File: config.mk
export PLATFORM = sky130hd
export DESIGN_NAME = fight_logic
export DESIGN_NICKNAME = d
export VERILOG_FILES = /design/src/rtl/fight_logic.sv
export SDC_FILE = /design/constraint.sdc
export NUM_CORES = 1
export LEC_CHECK = 0
export CORE_MARGIN = 5
export CORE_UTILIZATION = 46
export CTS_CLUSTER_DIAMETER = 80
export DETAILED_ROUTE_END_ITERATION = 8
export MAX_ROUTING_LAYER = met4
export PLACE_DENSITY = 0.67
export SETUP_SLACK_MARGIN = 0.3
export SLEW_MARGIN = 10
export SYNTH_ARGS = -nofsm -noshare
export SYNTH_HDL_FRONTEND = slang
export SYNTH_SLANG_ARGS = --single-unit
File: constraint.sdc
create_clock -name clk_65mhz -period 2.4 [get_ports clk_65mhz]
set_input_delay 0.6 -clock clk_65mhz [delete_from_list [all_inputs] [get_ports clk_65mhz]]
set_output_delay 0.6 -clock clk_65mhz [all_outputs]
set_load 0.01 [all_outputs]
File: src/rtl/fight_logic.sv
// Round rules for a two-player gesture fighting game: detects attack edges, applies
// damage under per-player cooldowns, tracks both health bars and the round state.
module fight_logic #(
  parameter int MAX_HEALTH      = 100,
  parameter int PUNCH_DMG       = 5,
  parameter int KICK_DMG        = 10,
  parameter int COOLDOWN_CYCLES = 32_500_000
) (
  input  logic       clk_65mhz,
  input  logic       reset,
  input  logic       start,
  input  logic       p1_punch,
  input  logic       p1_kick,
  input  logic       p2_punch,
  input  logic       p2_kick,
  output logic [6:0] p1_health,
  output logic [6:0] p2_health,
  output logic [2:0] game_state,
  output logic       p1_hit,
  output logic       p2_hit,
  output logic       p1_ready,
  output logic       p2_ready
);

  typedef enum logic [2:0] {
    IDLE   = 3'd0,
    FIGHT  = 3'd1,
    P1_WIN = 3'd2,
    P2_WIN = 3'd3,
    DRAW   = 3'd4
  } state_t;

  localparam logic [6:0]  MAX_H = 7'(MAX_HEALTH);
  localparam logic [6:0]  P_DMG = 7'(PUNCH_DMG);
  localparam logic [6:0]  K_DMG = 7'(KICK_DMG);
  localparam logic [24:0] CD    = 25'(COOLDOWN_CYCLES);

  state_t      state;
  logic [3:0]  act_p0, act_p1, rise;
  logic [24:0] cd1, cd2;
  logic [6:0]  p1_dmg, p2_dmg;
  logic        p1_fire, p2_fire;

  function automatic logic [6:0] sat_sub(input logic [6:0] h, input logic [6:0] d);
    return (h <= d) ? 7'd0 : h - d;
  endfunction

  // Stage p0/p1: sample and history of the action levels, {p2_kick,p2_punch,p1_kick,p1_punch}
  always_ff @(posedge clk_65mhz or posedge reset) begin
    if (reset) begin
      act_p0 <= '0;
      act_p1 <= '0;
    end else begin
      act_p0 <= {p2_kick, p2_punch, p1_kick, p1_punch};
      act_p1 <= act_p0;
    end
  end

  assign rise = act_p0 & ~act_p1;

  // A simultaneous kick and punch edge counts only as the kick.
  always_comb begin
    p1_dmg  = rise[1] ? K_DMG : (rise[0] ? P_DMG : 7'd0);
    p2_dmg  = rise[3] ? K_DMG : (rise[2] ? P_DMG : 7'd0);
    p1_fire = (state == FIGHT) && (cd1 == '0) && (rise[1:0] != 2'b00);
    p2_fire = (state == FIGHT) && (cd2 == '0) && (rise[3:2] != 2'b00);
  end

  assign game_state = state;
  assign p1_ready   = (cd1 == '0);
  assign p2_ready   = (cd2 == '0);

  // Stage p2: health, cooldown, hit pulses and round state
  always_ff @(posedge clk_65mhz or posedge reset) begin
    if (reset) begin
      state     <= IDLE;
      p1_health <= MAX_H;
      p2_health <= MAX_H;
      cd1       <= '0;
      cd2       <= '0;
      p1_hit    <= 1'b0;
      p2_hit    <= 1'b0;
    end else begin
      p1_hit <= 1'b0;
      p2_hit <= 1'b0;
      case (state)
        IDLE: begin
          p1_health <= MAX_H;
          p2_health <= MAX_H;
          cd1       <= '0;
          cd2       <= '0;
          if (start) state <= FIGHT;
        end
        FIGHT: begin
          if (p1_health == 7'd0 || p2_health == 7'd0) begin
            if (p1_health == 7'd0 && p2_health == 7'd0) state <= DRAW;
            else if (p2_health == 7'd0)                 state <= P1_WIN;
            else                                         state <= P2_WIN;
            cd1 <= '0;
            cd2 <= '0;
          end else begin
            // Both sides resolve against the pre-update health values.
            if (p1_fire) begin
              p2_health <= sat_sub(p2_health, p1_dmg);
              cd1       <= CD;
              p1_hit    <= 1'b1;
            end else if (cd1 != '0) begin
              cd1 <= cd1 - 25'd1;
            end
            if (p2_fire) begin
              p1_health <= sat_sub(p1_health, p2_dmg);
              cd2       <= CD;
              p2_hit    <= 1'b1;
            end else if (cd2 != '0) begin
              cd2 <= cd2 - 25'd1;
            end
          end
        end
        P1_WIN, P2_WIN, DRAW: begin
          cd1 <= '0;
          cd2 <= '0;
          if (start) begin
            state     <= FIGHT;
            p1_health <= MAX_H;
            p2_health <= MAX_H;
          end
        end
        default: state <= IDLE;
      endcase
    end
  end

endmodule
==> metrics.csv <==
stage;metric;value;unit
detailed_routing;drt-met1-wl;6.79;mm
global_route;grt_pass1_vias;4851;
timing;hold_viol_final;0;
detailed_routing;top_layer;met4;
detailed_routing;route.vias.total;5354;
timing;finalMaxSlewViolations;0;
worst_hold_path;hp-start;act_p0[0];
timing;whs;412;ps
yosys;synth-edff-count;0;
layout;drive_gt1_share;49.0;%
placement;dpl.cell_count;764;
run_status;failed_checks;negative setup slack;
yosys;async_reset_ff_share;100;%
timing;fin_ws;-68.4;ps
detailed_routing;ant_nets;0;
layout;n_antenna_cell;0;
critical_path;crit_fanout;5;
yosys;ys_seq_area_share;41.4;%
yosys;synth.distinct_cells;59;
layout;area_growth;67.6;%
detailed_routing;drc;0;
detailed_routing;wl_met2;8.90;mm
pwr;leakagePower;3.30;nW
floorplan;rows;36;
yosys;synth_top_area_share;38.0;%
detailed_routing;first_pass_iters;5;
detailed_routing;route.met3.wl;1.03;mm
critical_path;cp.required;2660;ps
yosys;yosys_most_used_dff;dfrtp_1;
clock_tree;clkLatencyLatePin;380;ps
detailed_routing;drt_wl_total;17.6;mm
placement;routabilityCongestion;0.952;
pwr;power.density;919;nW/µm²
yosys;ys_top_cells_by_area;dfrtp_1 38%, nor2_1 5.2%, o21ai_0 4.4%, nand2_1 3.5%, nor3_1 3.4%;
placement;dpl_cell_area;5780;µm²
floorplan;die_w;111;µm
critical_path;end_kind;flip-flop;
critical_path;crit_type;flip-flop to flip-flop;
timing;tns;-717;ps
floorplan;die_h;111;µm
clock_tree;cts_max_level;3;
timing;maxSlewHeadroom;27.9;%
job;max-cap-violations;0;
layout;n_fill_cell;545;
global_route;grt_pass1_wl;23.9;mm
clock_tree;cts.path.max_buffers;2;
timing;grt_setup_unrepaired;yes;
yosys;syn_area;4680;µm²
critical_path;critPathLaunchType;flip-flop;
global_route;grt_max_degree;78;
timing;fin_crit;2470;ps
timing;skew;13.7;ps
detailed_routing;routedWlPerCell;20.8;µm
critical_path;crit_arrival;2730;ps
timing;setup_viol;16;
placement;dpl.hpwl;9.41;mm
detailed_routing;via_per_inst;6.34;
pwr;vdd_ir_drop_max;0.000813;V
run_status;outcome;finished with violations;
yosys;syn_nets;560;
clock_tree;clock-sinks;77;
global_route;grt_usage;24.1;%
yosys;syn_avg_cell_area;8.67;µm²
clock_tree;root_buffer;clkbuf_8;
floorplan;core_area;9860;µm²
critical_path;startpoint;cd1[0];
layout;design_area;7840;µm²
yosys;yosys_register_bits;77;
global_route;grt.overflow.total;0;
timing;tightest_slew;1080;ps
clock_tree;cts_tree;built;
layout;nets;728;
yosys;ys_warn_count;0;
floorplan;start_util;47.4;%
worst_hold_path;min_path_type;flip-flop to flip-flop;
clock_tree;cts-buffers-inserted;9;
floorplan;die_area;12300;µm²
floorplan;pin_count;28;
clock_tree;path_clk_slew;90;ps
layout;final_cells;845;
yosys;synth_top_area_cell;dfrtp_1;
timing;finalCritPeriodShare;103;%
timing;max_freq;0.405;GHz
yosys;synth_cells;539;
placement;place_ws;-67.0;ps
critical_path;r2r_start;cd1[0];
detailed_routing;drt_iter0_markers;372;
placement;portBuffers;27;
global_route;antenna_found_initial;0;
-- power breakdown --
| part | switching, W | internal [W] |
|---|---|---|
| sequential | 0.000493 | 0.00173 |
| combinational | 0.00193 | 0.00192 |
| clock | 0.000541 | 0.000586 |
-- sequential cells by signal (all words and copies together), names as in the netlist --
name,count
p2_health,7
cd1,25
act_p1,4
game_state,3
p1_health,7
cd2,25
act_p0,4
p1_hit,1
p2_hit,1
-- layout by cell type (no fill, tap or decap), types with 12 or more instances in the layout --
master and n:
buf_4 107, dfrtp_1 66, nor2_1 48, nand2_1 33, buf_6 29, nor3_1 20, o21ai_2 19, inv_1 18
clkdlybuf4s50_1 17, a21oi_1 15, o21ai_1 12
-- area by class of cell --
class	count	area [µm²]	share of cell area [%]
Clock buffer	10	128	1.63
Clock inverter	6	87.6	1.12
Inverter	26	109	1.39
Multi-Input combinational cell	419	3740	47.8
Sequential cell	77	1940	24.8
Tap cell	133	166	2.12
Timing Repair Buffer	174	1660	21.2
-- routing by layer --
| metal | global-route usage, % | up-vias |
|---|---|---|
| met4 | 9.85 | 0 |
| met3 | 4.37 | 91 |
| met2 | 39.8 | 242 |
| met5 | - | - |
| met1 | 29.3 | 2691 |
| li1 | - | 2330 |
-- cells in the mapped netlist (9+ instances only) --
cell,count
dfrtp_1,71
nand2_1,43
nand4_1,9
xor2_1,9
inv_1,26
nor2_1,65
o21ai_0,41
o2bb2ai_1,18
clkbuf_1,14
nand3_1,15
nor4_1,13
ha_1,12
nor3_1,32
a21oi_1,31
-- final timing paths --
check / to / slack (ps) / depth (start not counted)
worst min-delay path: act_p1[0] / 410 / 0
worst min register to register: act_p1[0] / 410 / 0
max in group asynchronous: cd2[0] / 1360 / 3
worst max-delay path: cd1[1] / -70 / 14
min in group asynchronous: p1_health[1] / 670 / 3
worst max register to register: cd1[1] / -70 / 14
-- worst max-delay path: stages (launching register included) --
cell	delay (ps)
dfrtp_1	400
inv_2	90
ha_4	130
nor4b_4	210
nand4_1	190
buf_4	180
buf_6	100
buf_6	120
nor3_4	240
buf_6	170
nor3_4	40
o22ai_2	170
buf_4	160
buf_12	110
a211oi_2	40
-- per-stage QoR --
| stage | util (%) | power [W] |
|---|---|---|
| 6_report | 79.4 | 0.00720 |
| 5_1_grt | 79.4 | 0.00758 |
| 4_1_cts | 68.5 | 0.00622 |
| 3_5_place_dp | 58.6 | 0.00464 |
| 3_3_place_gp | 58.6 | 0.00454 |
| 2_1_floorplan | - | 0.00357 |
-- cells by family after synthesis --
kind of cell / after synthesis / synth area share [%]
DFF: 77 / 41.4
buffers and inverters: 45 / 3.85
xor gates and xnor gates: 15 / 2.81
adders and majority gates: 14 / 4.07
AOI/OAI and AO/OA: 159 / 22.6
and+or+nand+nor: 229 / 25.3
-- what timing repair did --
action | in CTS | in global routing
gates cloned | 5 | 4
hold buffers | 0 | 0
setup buffers | 30 | 26
hold endpoints to repair | 0 | 0
pin swaps | 22 | 66
endpoints found under the setup margin | 67 | 75
resized for setup | 116 | 197
No activity file was read; power rests on OpenSTA's default activity.
